==> src/rtl/steer_pkg.sv <==
// Shared direction/command codes and FSM state type for the frame steering controller.
package steer_pkg;

    localparam logic [2:0] DIR_NONE     = 3'b000;
    localparam logic [2:0] DIR_LEFT     = 3'b001;
    localparam logic [2:0] DIR_RIGHT    = 3'b010;
    localparam logic [2:0] DIR_FWD_FAST = 3'b011;
    localparam logic [2:0] DIR_FWD_SLOW = 3'b100;
    localparam logic [2:0] CMD_STOP     = 3'b000;

    typedef enum logic [1:0] {
        SYNC   = 2'd0,
        ACCUM  = 2'd1,
        DECIDE = 2'd2,
        ISSUE  = 2'd3
    } steer_state_t;

    function automatic logic is_fwd(input logic [2:0] code);
        return (code == DIR_FWD_FAST) || (code == DIR_FWD_SLOW);
    endfunction

endpackage

==> src/rtl/vote_counter.sv <==
// Saturating per-frame line vote counter; clear and increment in the same cycle leave it at 1.
module vote_counter #(
    parameter int LINES_MAX = 240,
    parameter int CNT_W     = $clog2(LINES_MAX + 1)
) (
    input  logic             clk,
    input  logic             reset,
    input  logic             clr_i,
    input  logic             inc_i,
    output logic [CNT_W-1:0] count_o
);

    logic [CNT_W-1:0] count_q;
    logic [CNT_W-1:0] count_d;

    always_comb begin
        count_d = count_q;
        if (clr_i) begin
            count_d = '0;
        end
        if (inc_i && (count_d != CNT_W'(LINES_MAX))) begin
            count_d = count_d + CNT_W'(1);
        end
    end

    always_ff @(posedge clk) begin
        if (reset) begin
            count_q <= '0;
        end else begin
            count_q <= count_d;
        end
    end

    assign count_o = count_q;

endmodule

==> src/rtl/frame_steer_controller.sv <==
// Collects per-line direction votes over a camera frame and issues one hysteresis-filtered
// steering command per frame over a valid/ready handshake (transfer when cmd_valid && cmd_ready).
module frame_steer_controller
    import steer_pkg::*;
#(
    parameter int LINES_MAX      = 240,
    parameter int MIN_VOTES      = 8,
    parameter int CONFIRM_FRAMES = 2,
    parameter int FAST_FRAMES    = 4
) (
    input  logic       clk,
    input  logic       reset,
    input  logic       VSYNC,
    input  logic       HREF,
    input  logic       orangeDetected,
    input  logic [2:0] direction,
    input  logic       cmd_ready,
    output logic       cmd_valid,
    output logic [2:0] cmd,
    output logic       fast,
    output logic       frame_done,
    output logic [7:0] drop_count,
    output logic [1:0] dbg_state_o
);

    localparam int CNT_W = $clog2(LINES_MAX + 1);
    localparam int TOT_W = CNT_W + 2;
    localparam int CC_W  = $clog2(CONFIRM_FRAMES + 1);
    localparam int FF_W  = $clog2(FAST_FRAMES + 1);

    steer_state_t state_q, state_d;
    logic         href_q, vsync_q;
    logic         line_hit_q, line_hit_d;
    logic [2:0]   line_dir_q, line_dir_d;
    logic [2:0]   cmd_q, cmd_d;
    logic         cmd_valid_q, cmd_valid_d;
    logic [2:0]   cand_q, cand_d;
    logic [CC_W-1:0] cand_cnt_q, cand_cnt_d, cand_cnt_next;
    logic [FF_W-1:0] fwd_frames_q, fwd_frames_d;
    logic [7:0]   drop_q, drop_d;

    logic             line_end, vsync_rise, vote_en, clr_votes, fast_now, issue_ok;
    logic [CNT_W-1:0] left_cnt, right_cnt, fwd_cnt;
    logic [TOT_W-1:0] total;
    logic [2:0]       decision, fwd_code;

    assign line_end   = href_q & ~HREF;
    assign vsync_rise = VSYNC & ~vsync_q;
    assign fast_now   = (fwd_frames_q == FF_W'(FAST_FRAMES));
    // Votes taken while still looking for frame alignment are meaningless.
    assign vote_en    = line_end & line_hit_q & (state_q != SYNC);
    assign clr_votes  = (state_q == DECIDE);

    vote_counter #(.LINES_MAX(LINES_MAX), .CNT_W(CNT_W)) u_left (
        .clk(clk), .reset(reset), .clr_i(clr_votes),
        .inc_i(vote_en && (line_dir_q == DIR_LEFT)), .count_o(left_cnt)
    );
    vote_counter #(.LINES_MAX(LINES_MAX), .CNT_W(CNT_W)) u_right (
        .clk(clk), .reset(reset), .clr_i(clr_votes),
        .inc_i(vote_en && (line_dir_q == DIR_RIGHT)), .count_o(right_cnt)
    );
    vote_counter #(.LINES_MAX(LINES_MAX), .CNT_W(CNT_W)) u_fwd (
        .clk(clk), .reset(reset), .clr_i(clr_votes),
        .inc_i(vote_en && is_fwd(line_dir_q)), .count_o(fwd_cnt)
    );

    always_comb begin
        line_hit_d = line_hit_q;
        line_dir_d = line_dir_q;
        if (line_end) begin
            line_hit_d = 1'b0;
            line_dir_d = DIR_NONE;
        end
        if (HREF && orangeDetected) begin
            line_hit_d = 1'b1;
            line_dir_d = direction;
        end
    end

    // Frame decision; left==right above fwd keeps whatever was last issued.
    always_comb begin
        total    = TOT_W'(left_cnt) + TOT_W'(right_cnt) + TOT_W'(fwd_cnt);
        fwd_code = fast_now ? DIR_FWD_FAST : DIR_FWD_SLOW;
        if (total < TOT_W'(MIN_VOTES)) begin
            decision = CMD_STOP;
        end else if ((fwd_cnt >= left_cnt) && (fwd_cnt >= right_cnt)) begin
            decision = fwd_code;
        end else if (left_cnt > right_cnt) begin
            decision = DIR_LEFT;
        end else if (right_cnt > left_cnt) begin
            decision = DIR_RIGHT;
        end else begin
            decision = cmd_q;
        end
        if (decision != cand_q) begin
            cand_cnt_next = CC_W'(1);
        end else if (cand_cnt_q == CC_W'(CONFIRM_FRAMES)) begin
            cand_cnt_next = cand_cnt_q;
        end else begin
            cand_cnt_next = cand_cnt_q + CC_W'(1);
        end
        issue_ok = (decision != cmd_q) &&
                   ((decision == CMD_STOP) || (cand_cnt_next == CC_W'(CONFIRM_FRAMES)));
    end

    always_ff @(posedge clk) begin
        if (reset) begin
            state_q <= SYNC;
        end else begin
            state_q <= state_d;
        end
    end

    always_comb begin
        state_d = state_q;
        unique case (state_q)
            SYNC:    if (vsync_rise) state_d = ACCUM;
            ACCUM:   if (vsync_rise) state_d = DECIDE;
            DECIDE:  state_d = ((cmd_valid_q && !cmd_ready) || (!cmd_valid_q && issue_ok))
                               ? ISSUE : ACCUM;
            ISSUE: begin
                if (vsync_rise)     state_d = DECIDE;
                else if (cmd_ready) state_d = ACCUM;
            end
            default: state_d = SYNC;
        endcase
    end

    // A decision made while a command is still pending only feeds hysteresis and is counted as dropped.
    always_comb begin
        cmd_d        = cmd_q;
        cmd_valid_d  = cmd_valid_q;
        cand_d       = cand_q;
        cand_cnt_d   = cand_cnt_q;
        fwd_frames_d = fwd_frames_q;
        drop_d       = drop_q;
        if (cmd_valid_q && cmd_ready) begin
            cmd_valid_d = 1'b0;
        end
        if (state_q == DECIDE) begin
            cand_d     = decision;
            cand_cnt_d = cand_cnt_next;
            if (cmd_valid_q) begin
                if (drop_q != 8'hFF) drop_d = drop_q + 8'd1;
            end else if (issue_ok) begin
                cmd_d       = decision;
                cmd_valid_d = 1'b1;
            end
            if (is_fwd(cmd_d)) begin
                if (!fast_now) fwd_frames_d = fwd_frames_q + FF_W'(1);
            end else begin
                fwd_frames_d = '0;
            end
        end
    end

    always_ff @(posedge clk) begin
        if (reset) begin
            href_q       <= 1'b0;
            vsync_q      <= 1'b0;
            line_hit_q   <= 1'b0;
            line_dir_q   <= DIR_NONE;
            cmd_q        <= CMD_STOP;
            cmd_valid_q  <= 1'b0;
            cand_q       <= CMD_STOP;
            cand_cnt_q   <= '0;
            fwd_frames_q <= '0;
            drop_q       <= '0;
        end else begin
            href_q       <= HREF;
            vsync_q      <= VSYNC;
            line_hit_q   <= line_hit_d;
            line_dir_q   <= line_dir_d;
            cmd_q        <= cmd_d;
            cmd_valid_q  <= cmd_valid_d;
            cand_q       <= cand_d;
            cand_cnt_q   <= cand_cnt_d;
            fwd_frames_q <= fwd_frames_d;
            drop_q       <= drop_d;
        end
    end

    always_comb begin
        cmd_valid   = cmd_valid_q;
        cmd         = cmd_q;
        fast        = fast_now;
        frame_done  = (state_q == DECIDE);
        drop_count  = drop_q;
        dbg_state_o = state_q;
    end

endmodule

==> config.mk <==
export PLATFORM = sky130hd
export DESIGN_NAME = frame_steer_controller
export DESIGN_NICKNAME = d
export VERILOG_FILES = /design/src/rtl/steer_pkg.sv /design/src/rtl/vote_counter.sv /design/src/rtl/frame_steer_controller.sv
export SDC_FILE = /design/constraint.sdc
export NUM_CORES = 1
export LEC_CHECK = 0
export BUFFER_PORTS_ARGS = -buffer_cell sky130_fd_sc_hd__buf_2
export CORE_ASPECT_RATIO = 0.6
export CORE_MARGIN = 3
export CORE_UTILIZATION = 42
export DETAILED_ROUTE_END_ITERATION = 8
export PLACE_DENSITY = 0.62
export SETUP_SLACK_MARGIN = 0.3
export SLEW_MARGIN = 15
export SYNTH_ARGS = -nofsm -noshare
export SYNTH_HDL_FRONTEND = slang
export SYNTH_SLANG_ARGS = --single-unit
==> constraint.sdc <==
create_clock -name clk -period 3.2 [get_ports clk]
set_input_delay 0.8 -clock clk [delete_from_list [all_inputs] [get_ports clk]]
set_output_delay 0.8 -clock clk [all_outputs]
set_load 0.01 [all_outputs]
==> results of run 1 <==
==> registers in the layout, summed over array words and instances (netlist names) <==
register         flops
dbg_state_o          2
href_q               1
drop_count           8
line_dir_q           3
line_hit_q           1
vsync_q              1
cmd                  3
fwd_frames_q         3
cmd_valid            1
u_right.count_o      8
u_left.count_o       8
u_fwd.count_o        8
cand_q               3
cand_cnt_q           2
==> per-layer routing <==
layer / track usage [%] / up-vias
li1: - / 1759
met1: 34.42 / 1622
met2: 27.00 / 121
met3: 4.880 / 12
met4: 4.717 / 0
met5: 0 / -
==> synth_stat cells (2+ instances only) <==
master     count
a2111oi_4      2
a211oi_1       5
a21o_1         3
a21oi_1       22
a221oi_1       2
a221oi_2       2
a31oi_1        2
a32oi_1        3
and2_1         3
and3_1         3
clkbuf_1      11
dfxtp_1       52
fa_1           7
ha_1          41
inv_1         37
mux2i_1        5
nand2_1       46
nand2b_1       5
nand2b_4       2
nand3_1       17
nand4_1       12
nand4b_1       3
nor2_1        63
nor2b_1       11
nor3_1        12
nor3b_1        3
nor4_1         8
o211a_1        2
o211ai_1       4
o21a_1         2
o21ai_0        7
o221ai_1       3
o2bb2ai_1      2
o31ai_1        2
o31ai_2        2
or3_1          4
xnor2_1       18
xor2_1         9
==> worst paths after layout <==
path | cells after the start | end | from | slack [ns]
worst max-delay path | 12 | fwd_frames_q[0] | u_left.count_o[5] | -0.16
worst min-delay path | 2 | cand_cnt_q[1] | cand_cnt_q[1] | 0.45
worst max register to register | 12 | fwd_frames_q[0] | u_left.count_o[5] | -0.16
worst min register to register | 2 | cand_cnt_q[1] | cand_cnt_q[1] | 0.45
==> what timing repair did <==
item	in CTS	in global routing
hold buffers	0	0
pin swaps	10	4
cloned	0	0
buffers inserted	4	1
setup endpoints to repair	11	15
gates resized for setup	13	24
==> power by group through the flow <==
stage,sequential (mW),clock [mW],combinational (mW)
5_1_grt,0.659,0.607,0.0537
4_1_cts,0.658,0.578,0.0481
3_5_place_dp,0.673,0,0.0478
6_report,0.658,0.571,0.0482
2_1_floorplan,0.673,0,0.0287
3_3_place_gp,0.673,0,0.0468
==> worst max-delay path: stages, from the launching register on <==
cell       delay (ns)
dfxtp_2          0.34
fa_1             0.47
ha_1             0.32
and2_4           0.18
a221o_1          0.39
a211oi_4         0.31
nor2_2           0.07
o2bb2ai_2        0.16
o311ai_2         0.13
o22ai_2          0.34
or2_1            0.19
o21ai_1          0.09
a221oi_1         0.26
==> kinds of logic after synthesis <==
logic type | share of synthesized area (%)
DFF | 27.52
AOI/OAI and AO/OA | 16.74
and+or+nand+nor | 25.51
muxes | 1.323
xor gates and xnor gates | 6.252
adders and majority gates | 17.27
buffers and inverters | 5.392
==> final cells by class <==
type,instances,area (sq um)
inverter,38,142.6
clock inverter,3,27.53
multi-input combinational,357,2703
sequential,52,1052
tap,112,140.1
timing repair buffer,76,521.8
clock buffer,5,125.1
fill,777,3909
==> cell usage in the layout, fill, tap and decap left out, types with 4 or more instances in the layout <==
master / count
nand2_1: 45
buf_2: 24
clkbuf_16: 5
o211ai_1: 4
nor4_2: 4
nor2_1: 61
o21ai_0: 5
nor4_1: 4
inv_1: 37
nand3_1: 17
a21oi_1: 20
fa_1: 6
mux2i_1: 5
dfxtp_2: 9
xnor2_1: 18
xor2_1: 9
buf_4: 49
dfxtp_1: 43
nand4_1: 12
nor2b_1: 11
nor3_1: 10
ha_1: 39
nand2b_1: 5
==> through the flow <==
stage	setup TNS (ns)	power [mW]
6_report	-0.9069	1.277
5_1_grt	-2.040	1.319
4_1_cts	-0.1444	1.284
3_5_place_dp	-0.6488	0.7212
3_3_place_gp	-0.1454	0.7202
2_1_floorplan	0	0.7016
==> results.md, run 1 <==
- Comb pwr share: under 10%
- # H-tree levels: 2
- Clock tree sinks: 52
- Total CTS buffers: 5
- Buffers on Ports: 24
- Post-synth EDFFs: 0
- FFs w/ async S/R, synth: 0%
- Max-slew headroom: 61.75%
- Peak fanout along the critical path: 6
- Clock transition at the registers of the reported paths: about 0.07 ns
- Chip Height: just under 80 microns
- Startpoint Class: flip-flop
- Synth warnings: 0
- CTS Buffer Depth: 2
- Sw Ratio: around a quarter
- CTS tree: built
- Crit path capture type: flip-flop
- Post-route minimum period: between 3 and 4 ns
- Fin. max-slew vios: 0
- M1 WL: between 5000 and 6000 microns
- Max-cap violations: 0
- Internal: about 0.97 mW
- Status: complete, but fails checks
- Synth unique cells: 62
- Share of cells above drive strength 1: about a quarter
- Placed cell count: 630
- Yosys reg bits: 52
- Fin. Hold Viols: 0
- Die W: about 130 microns
- Met2 wire length: approximately 3800 microns
- Part of the power in registers: between 50% and 60%
- IO Pins: 25
- Post-synthesis sequential area ratio: between 20% and 30%
- Syn Inst Count: 461
- Clock power frac: between 40% and 50%
- DP Wirelength: between 7000 and 8000 microns
- Ys flop type: dfxtp_1
- Worst path arrival time: between 3 and 4 ns
- Placed cell areas: 4353 sq um
- Worst Tran Pin Value: around 0.57 ns
- Highest metal used: met4
- Peak Freq: around 0.3 GHz
- Final wirelength: between 10000 and 15000 microns
- Final RePlAce weighted congestion: 0.8924
- Core area: around 8600 sq um
- Switching Power: about 0.31 mW
- Cell taking the most area after synthesis: dfxtp_1
- Initial Util: between 40% and 50%
- Gr usage total: a little over a fifth
- Via-per-instance ratio: 5.465
- First-pass GRT wire length: between 15000 and 20000 microns
- Failing checks: setup timing
- First-pass DRT Iterations: 5
- Pin count of the biggest net entering global routing: 32
- DRC Markers: 0
- Clock Skew: 0.004309 ns
- Crit path kind: flip-flop to flip-flop
- Routed length per placed instance: between 15 and 20 microns
- Area contributors post-synth: dfxtp_1, ha_1, nor2_1, nand2_1, xnor2_1
- Routed Antenna Nets: 0
- Mapped Nets: a little over 500
- Total gr overflow: 0
- VDD IR max: approximately 230 uV
- Leak pwr: 2.048 nW
- Hold_ws: 0.4528 ns
- Final setup margin: -0.1616 ns
- Final non-filler cell total: about 640
- Hold WC Path Type: flip-flop to flip-flop
- Root Driver: clkbuf_16
- Clock insertion delay at the later pin of the skew report: about 0.3 ns
- Final instance area: around 4700 sq um
- Critical Path RT: roughly 3.4 ns
- Diode count: 0
- RSZ-0062 raised after global routing: true
- Area growth syn-to-layout: 24.58%
- Share of the synthesized area in the top cell type: between 20% and 30%
- Final Cycle Share: 105.1%
- Pre-CTS setup slack: -0.1234 ns
- Initial antenna violation count: 0
- Met3 wire length: roughly 830 microns
- Die area: 10220 sq um
- # rows: 26
- Cell area power density: around 270 nW/um^2
- Initial DRC Count: between 200 and 300
- Final #Nets: ~590
- Vias in the first global route: roughly 3200
- Synthesized area: ~3800 sq um
- Final setup vio count: 8
- Vias: ~3500
- Syn_area_per_cell: 8.205 sq um
- Final Util: between 50% and 60%
Power figures use the tool's default switching activity.
==> inputs of run 2 (changes only) <==
--- a/config.mk
+++ b/config.mk
@@ -7,9 +7,9 @@
 export LEC_CHECK = 0
 export BUFFER_PORTS_ARGS = -buffer_cell sky130_fd_sc_hd__buf_2
 export CORE_ASPECT_RATIO = 0.6
-export CORE_MARGIN = 3
 export CORE_UTILIZATION = 42
 export DETAILED_ROUTE_END_ITERATION = 8
+export GPL_ROUTABILITY_DRIVEN = 0
 export PLACE_DENSITY = 0.62
 export SETUP_SLACK_MARGIN = 0.3
 export SLEW_MARGIN = 15
==> run 2 against run 1 <==
Largest power group unchanged. Utilization is 1.6 points lower. Setup slack gained 0.052 ns. Sequential power barely moved. The run still ends with setup timing left. Fmax grew 1.6%. Count of clock-buffer cells in the layout unchanged. Die area decreased by 8.0%. Worst hold slack better by 0.013 ns. Critical endpoint unchanged. Highest routed layer unchanged. Sequential share of layout area rose by 0.72 points.
==> results.md, run 2 (same netlist as run 1, synthesis figures left out) <==
- Status: complete, but fails checks (unchanged)
- Failing checks: setup timing (unchanged)
- Setup crit end: fwd_frames_q[0] (unchanged)
- # rows: 26 (unchanged)
- Final wirelength: 10410 microns (was 10300 microns)
- Max-slew headroom: 63.37% (was 61.75%)
- Setup slack, reg-to-reg: -0.11 ns (was -0.16 ns)
- Leak pwr: 1.986 nW (was 2.048 nW)
- Gr usage total: 22.39% (was 21.11%)
- Initial antenna violation count: 0 (unchanged)
- Crit path kind: flip-flop to flip-flop (unchanged)
- CTS tree: built (unchanged)
- Total gr overflow: 0 (unchanged)
- Clock tree sinks: 52 (unchanged)
- DRC Markers: 0 (unchanged)
- RSZ-0062 raised after global routing: true (unchanged)
- Vias in the first global route: 3030 (was 3233)
- Final Cycle Share: 103.4% (was 105.1%)
- Placed cell count: 623 (was 630)
- Area growth syn-to-layout: 20.84% (was 24.58%)
- Final setup margin: -0.1096 ns (was -0.1616 ns)
- Die area: 9401 sq um (was 10220 sq um)
- RR Endpoint: fwd_frames_q[0] (unchanged)
- Via-per-instance ratio: 5.509 (was 5.465)
- Initial DRC Count: 385 (was 260)
- # H-tree levels: 2 (unchanged)
- First-pass GRT wire length: 16180 microns (was 16910 microns)
- Cell area power density: 282.9 nW/um^2 (was 271.1 nW/um^2)
- Initial Util: 43.88% (unchanged)
- Worst path arrival time: 3.52 ns (was 3.57 ns)
- Pre-CTS setup slack: -0.09454 ns (was -0.1234 ns)
- Most common cell after layout, fill and taps aside: nor2_1 (unchanged)
- DP Wirelength: 7984 microns (was 7945 microns)
- Buffers on Ports: 24 (unchanged)
- Crit path from: u_left.count_o[4] (was u_left.count_o[5])
- Final setup vio count: 8 (unchanged)
- Crit path capture type: flip-flop (unchanged)
- Reg2Reg Depth: 12 (unchanged)
- Share of cells above drive strength 1: 21.65% (was 24.86%)
- First-pass DRT Iterations: 5 (unchanged)
- Worst Tran Pin Value: 0.5445 ns (was 0.5694 ns)
- Routed Antenna Nets: 0 (unchanged)
- Final Util: 53.02% (was 54.66%)
- Chip Height: 75.51 microns (was 79.51 microns)
- Pin count of the biggest net entering global routing: 34 (was 32)
- Die W: 124.5 microns (was 128.5 microns)
- Clock Skew: 0.005546 ns (was 0.004309 ns)
- Clock insertion delay at the later pin of the skew report: 0.30 ns (about the same)
- Worst R2R Start: u_left.count_o[4] (was u_left.count_o[5])
- Hold WC Path Type: flip-flop to flip-flop (unchanged)
- Routed length per placed instance: 16.41 microns (was 16.02 microns)
- Most frequent cells in the layout: nor2_1, nand2_1, dfxtp_1 (was nor2_1, buf_4, nand2_1)
- Startpoint Class: flip-flop (unchanged)
- Vias: 3493 (was 3514)
- Max-cap violations: 0 (unchanged)
- Diode count: 0 (unchanged)
- CTS Buffer Depth: 2 (unchanged)
- Final non-filler cell total: 634 (was 643)
- Core area: 8621 sq um (unchanged)
- Peak fanout along the critical path: 6 (unchanged)
- VDD IR max: 213.0 uV (was 233.8 uV)
- Peak Freq: 0.3022 GHz (was 0.2975 GHz)
- Post-route minimum period: 3.310 ns (was 3.362 ns)
- Fin. max-slew vios: 0 (unchanged)
- Final #Nets: 578 (was 587)
- Root Driver: clkbuf_16 (unchanged)
- IO Pins: 25 (unchanged)
- Clock transition at the registers of the reported paths: 0.08 ns (was 0.07 ns)
- Critical Path RT: 3.41 ns (about the same)
- Fin. Hold Viols: 0 (unchanged)
- Total CTS buffers: 5 (unchanged)
[run 2: cell count changes in the layout (fill, tap and decap cells not counted), moves of 2 or more]
cell     before  now
nor4_2        4    1
nor2_1       61   63
nor3_1       10   12
nor4_1        4    7
o21ai_0       5    7
inv_6         0    2
buf_4        49   39
[run 2: repair_timing]
item / 4_1_cts / 5_1_grt
setup endpoints to repair: 11 / 12
buffers inserted: 3 / 0
gates cloned: 0 / 0
gates resized for setup: 13 / 11
hold buffers: 0 / 0
pin swaps: 7 / 4
[run 2: layer usage]
| metal | GRT usage, % | vias up | routed length (microns) |
|---|---|---|---|
| li1 | - | 1735 | - |
| met5 | 0 | - | 0 |
| met2 | 30.02 | 94 | 3963 |
| met3 | 5.758 | 12 | 641 |
| met1 | 34.63 | 1652 | 5700 |
| met4 | 5.355 | 0 | 101 |
[run 2: cell type report]
cell class / count / area (sq um)
Clock buffer: 5 / 125.1
Timing Repair Buffer: 67 / 457.9
Clock inverter: 3 / 25.02
Tap cell: 112 / 140.1
Sequential cell: 52 / 1054
Fill cell: 822 / 4050
Inverter: 38 / 142.6
Multi-Input combinational cell: 357 / 2626
[run 2: worst min-delay path by stage]
| stage | slack (ns) | depth (start not counted) | end | start |
|---|---|---|---|---|
| 2_1_floorplan | 0.43 | 2 | cand_cnt_q[1] | cand_cnt_q[1] |
| 3_3_place_gp | 0.44 | 2 | cand_cnt_q[1] | cand_cnt_q[1] |
| 3_5_place_dp | 0.46 | 2 | cand_cnt_q[1] | cand_cnt_q[1] |
| 4_1_cts | 0.47 | 2 | cand_cnt_q[1] | cand_cnt_q[1] |
| 5_1_grt | 0.49 | 2 | cand_cnt_q[1] | cand_cnt_q[1] |
| 6_report | 0.47 | 2 | cand_cnt_q[1] | cand_cnt_q[1] |
[run 2: worst max-delay path, cell delays in order (launching register included)]
cell and delay, ns:
dfxtp_2 0.34, fa_1 0.49, ha_1 0.31, a21o_1 0.20, a221o_1 0.37, a211o_1 0.35, nor3_1 0.18, a21oi_1 0.08
o311ai_2 0.12, o22ai_4 0.15, o221ai_2 0.24, o21ai_1 0.12, a221oi_1 0.26
[run 2: power by group]
part / switching [mW] / leakage [nW] / internal, mW
Clock: 0.288 / 0.0708 / 0.297
Combinational: 0.0327 / 1.49 / 0.0167
Sequential: 0.00535 / 0.425 / 0.653
Total: 0.326 / 1.99 / 0.967
[run 2: per-stage QoR]
stage / TNS [ns] / area, sq um / total power, mW / hold WS [ns]
after floorplan: 0 / 3801 / 0.7016 / 0.4319
after global placement: -0.1215 / 4300 / 0.7201 / 0.4438
after detailed placement: -0.4841 / 4300 / 0.7218 / 0.4565
after CTS: -0.4309 / 4521 / 1.299 / 0.4677
after global routing: -1.725 / 4571 / 1.329 / 0.4948
final: -0.4898 / 4571 / 1.293 / 0.4659
